--- config.mk ---
export PLATFORM = sky130hd
export DESIGN_NAME = frame_commit_fifo
export DESIGN_NICKNAME = d
export VERILOG_FILES = /design/src/rtl/frame_commit_fifo.sv
export SDC_FILE = /design/constraint.sdc
export NUM_CORES = 2
export LEC_CHECK = 0
export ABC_AREA = 1
export CAP_MARGIN = 30
export CELL_PAD_IN_SITES_DETAIL_PLACEMENT = 0
export CELL_PAD_IN_SITES_GLOBAL_PLACEMENT = 1
export CORE_AREA = 3 3 603 486
export DETAILED_ROUTE_END_ITERATION = 8
export DIE_AREA = 0 0 606 489
export PLACE_DENSITY_LB_ADDON = 0.1
export SKIP_CTS_REPAIR_TIMING = 1
export SLEW_MARGIN = 20
export SYNTH_ARGS = -nofsm -noshare
export SYNTH_HDL_FRONTEND = slang
export SYNTH_SLANG_ARGS = --single-unit
export TNS_END_PERCENT = 100
--- constraint.sdc ---
create_clock -name clk -period 3.95 [get_ports clk]
set_input_delay 0.395 -clock clk [delete_from_list [all_inputs] [get_ports clk]]
set_output_delay 0.395 -clock clk [all_outputs]
set_load 0.1 [all_outputs]
--- src/rtl/frame_commit_fifo.sv ---
// frame_commit_fifo: frame-atomic word buffer that releases a frame only after its FCS verdict arrives.
module frame_commit_fifo #(
  parameter int DEPTH = 64,
  parameter int WIDTH = 32
) (
  input  logic             clk,
  input  logic             rst,
  input  logic             axiiv,
  input  logic [WIDTH-1:0] axiid,
  input  logic             commit,
  input  logic             discard,
  output logic             axiov,
  output logic [WIDTH-1:0] axiod,
  input  logic             axiir,
  output logic             full,
  output logic             overflow,
  output logic [15:0]      frames_committed,
  output logic [15:0]      frames_dropped
);
  localparam int AW = $clog2(DEPTH);
  logic [AW:0] wr_ptr, cm_ptr, rd_ptr, wr_next;
  logic [WIDTH-1:0] mem [DEPTH];
  logic poisoned, drop, wr_en, do_disc, do_commit, load;
  assign full = (wr_ptr - rd_ptr) == (AW+1)'(DEPTH);
  always_comb begin
    drop      = axiiv && full;
    wr_en     = axiiv && !full && !poisoned;
    // a commit arriving with (or after) a lost word must not release a truncated frame
    do_disc   = discard || (commit && (poisoned || drop));
    do_commit = commit && !do_disc;
    wr_next   = wr_ptr + (AW+1)'(wr_en);
    load      = (cm_ptr != rd_ptr) && (!axiov || axiir);
  end
  always_ff @(posedge clk)
    if (wr_en && !do_disc) mem[wr_ptr[AW-1:0]] <= axiid;
  always_ff @(posedge clk or posedge rst)
    if (rst) begin
      wr_ptr           <= '0;
      cm_ptr           <= '0;
      rd_ptr           <= '0;
      poisoned         <= 1'b0;
      overflow         <= 1'b0;
      frames_committed <= '0;
      frames_dropped   <= '0;
      axiov            <= 1'b0;
      axiod            <= '0;
    end else begin
      wr_ptr           <= do_disc ? cm_ptr : wr_next;
      cm_ptr           <= do_commit ? wr_next : cm_ptr;
      rd_ptr           <= rd_ptr + (AW+1)'(load);
      poisoned         <= !do_disc && (poisoned || drop);
      overflow         <= overflow || drop;
      frames_committed <= frames_committed + 16'(do_commit);
      frames_dropped   <= frames_dropped + 16'(do_disc);
      axiov            <= load || (axiov && !axiir);
      axiod            <= load ? mem[rd_ptr[AW-1:0]] : axiod;
    end
endmodule

==> metrics <==
CP endpoint kind flop; Setup crit start rd_ptr[2]$_DFF_PP0_; flops & latches, synth 2136; largest net degree at the start of global routing 153; first-pass GRT wire length 412000 um; Reg2Reg Launch Point rd_ptr[2]$_DFF_PP0_; # rows 176; layout cells sized above 1 9.32%; DR vias/cell slightly below 5; XOR/XNOR Fraction of Synth Area 0.458%; first-pass detailed-route iteration total 5; Synth Instances 7178; CP Max Fanout 81; GRT Overall Usage 19.2%; fin nets 7448; Sink Count about 2100; Max-cap violations 0; FF-to-FF path depth 10; crit path to axiod[8]$_DFFE_PP0P_; internal power 0.0445 W; Hold WS 0.0632 ns; H-Tree Level Count 4; post-synthesis sequential area ratio 74.0%; Final Hold Viols 0; cell taking the most area after synthesis edfxtp_1; # port buffers 104; worst hold path type input pin to flop; Comb power frac 37.1%; design area 101000 um^2; CTS root buffer clkbuf_16; RSZ-0062 raised after global routing false; Simple-Gate Fraction of Synth Area approximately 14%; I/O Pins around 110; Starting Density 30.0%; Pins Over Slew Limit 0; Tmin final 3.55 ns; Horiz. Die Dim just over 600 um; GPL Wtd Cong 0.761; HPWL after detailed placement 159000 um; top post-synthesis cells by area edfxtp_1, nor2_1, o21ai_0, nand2_1, dfrtp_1; Ys Warns 0; share of the synthesized area in the top cell type a little under three quarters; worst vdd ir 0.644 mV; Final setup viols 0; P_sw around 0.030 W; Synth Area in Adders less than 1%; Antenna Violating Nets Remaining 0; Slew @ Worst Pin 1.02 ns; RR Endpoint axiod[8]$_DFFE_PP0P_; CTS buffer count 235; routed length per instance 25.3 um; leakage 34.1 nW; Reg2Reg Setup Slack 0.40 ns; Fill cells 28200; status completed; routed wire length 289000 um; Cell Pwr Density 734 nW/um^2; Syn-to-layout area delta 17.5%; Core Box Area 287000 um^2; initial antenna violation count 17; Fin Clk Skew 0.0501 ns; Mapped Nets 7230; clock power share 27.9%; Switching Share between 40% and 50%; Max-Slew Margin vs Limit 31.7%; Req. time, crit path 4.71 ns; Cell Count, Final, Fillers Out 11400; initial DRC count roughly 4600; Critical Path AT 4.31 ns; vias in the first global route ~53000; CP Class flop to flop; worst skew pair latency 0.88 ns; mux share of post-synthesis cell area 0%; die area slightly below 300000 um^2; crit path launch type flop; Final period util between 80% and 90%; largest family of logic cells by synthesized area simple AND/OR/NAND/NOR gates; count of cell types in the netlist 30; DRC viols 0; Die Height between 400 and 500 um; syn avg cell area 12.0 um^2; via count 55100; Syn Std Cell Area 86100 um^2; CTS clk-pin slew, worst paths 0.07 ns; sequential share of power 35.0%; dpl cell area about 94000 um^2; Cell Count Post-Placement 11000; Max Buffers Root-to-Sink 4; f_max 0.282 GHz; Synth Area in Compound Gates 8.13%; CTS tree yes; grt ovf 0
-- stage by stage --
step	setup TNS (ns)	setup WS, ns	util (%)	total power [W]
final	0	0.399	35.3	0.0743
after global routing	0	0.0265	35.3	0.0788
after CTS	0	0.372	35.2	0.0754
after detailed placement	0	0.402	32.7	0.0544
after global placement	0	0.355	32.6	0.0543
after floorplan	-0.0123	-0.0123	-	0.0433
-- Yosys cell counts --
cell type / count
o21ai_1: 143
o211ai_1: 155
and2_1: 2
buf_4: 66
or2_2: 1
nand2_1: 791
o22ai_1: 51
or2_0: 1
inv_2: 7
nor3_1: 11
a21oi_1: 76
nand2_2: 1
o21bai_1: 1
buf_6: 24
edfxtp_1: 2048
inv_1: 121
clkbuf_1: 174
nor2_2: 1
and3_1: 1
ha_1: 14
nand4_1: 13
buf_1: 64
xnor2_1: 10
nand3_1: 324
nor2_1: 1964
o21ai_0: 882
buf_2: 107
clkinv_1: 2
dfrtp_1: 88
xor2_1: 35
-- worst max-delay path, stage by stage, from the launching register on --
cell     delay (ns)
dfrtp_4        0.44
buf_4          0.55
buf_12         0.60
xor2_1         0.21
nor2_1         0.06
nand4_1        0.12
and2_4         0.28
buf_12         0.29
nand3_1        0.36
nor2_1         0.23
nor2_1         0.05
-- power groups by stage --
stage	Sequential (W)	Combinational, W	Clock, W
2_1_floorplan	0.0279	0.0154	0
3_3_place_gp	0.0265	0.0278	0
3_5_place_dp	0.0265	0.0279	0
4_1_cts	0.0260	0.0280	0.0214
5_1_grt	0.0260	0.0305	0.0222
6_report	0.0260	0.0276	0.0207
-- registers in the layout, indices dropped and copies added (netlist names) --
register / flops
frames_dropped: 16
axiov: 1
frames_committed: 16
mem: 2048
rd_ptr: 7
wr_ptr: 7
axiod: 32
cm_ptr: 7
overflow: 1
poisoned: 1
-- worst min-delay path by stage --
stage / endpoint / slack (ns) / cells after the start / from
2_1_floorplan: axiov$_DFF_PP0_ / 0.48 / 1 / axiir
3_3_place_gp: frames_committed[15]$_DFF_PP0_ / 0.46 / 1 / frames_committed[15]$_DFF_PP0_
3_5_place_dp: frames_committed[15]$_DFF_PP0_ / 0.46 / 1 / frames_committed[15]$_DFF_PP0_
4_1_cts: mem[9][1]$_DFFE_PP_ / -0.15 / 1 / axiid[1]
5_1_grt: mem[33][19]$_DFFE_PP_ / 0.03 / 1 / axiid[19]
6_report: mem[33][19]$_DFFE_PP_ / 0.06 / 1 / axiid[19]
-- cell families after synthesis --
logic type	after synthesis
compound gates	1308
xor+xnor	45
fa+ha+maj	14
buf+inv	565
flops	2136
simple gates	3110
-- layer usage --
layer  global-route usage (%)  share of wire, %
met5                        0                 0
met4                     3.94               1.9
met3                     2.67               4.5
met2                     29.3                44
met1                     29.0                49
-- area by class of cell --
class,instances,area [um^2],area share [%]
diodes,5,12.5,0.0124
clock buffers,311,6230,6.16
clock inverters,106,738,0.730
well taps,3827,4790,4.73
flip-flops and latches,2136,63700,63.0
inverters,130,520,0.514
repair buffers,416,4950,4.89
multi-input cells,4477,20200,20.0
-- cell usage in the layout (no fill, tap or decap), types with 13 or more instances in the layout --
cell type / count
a21oi_1: 76
buf_12: 119
buf_2: 32
buf_4: 170
clkbuf_1: 72
clkbuf_16: 237
clkdlybuf4s50_1: 71
clkinv_1: 57
clkinv_2: 30
dfrtp_1: 84
dlygate4sd3_1: 13
edfxtp_1: 2048
ha_1: 14
inv_1: 120
nand2_1: 790
nand3_1: 324
nand4_1: 13
nor2_1: 1898
nor2_4: 66
o211ai_1: 155
o21ai_0: 882
o21ai_1: 143
o22ai_1: 51
xor2_1: 35
No activity file was read; power rests on OpenSTA's default activity.
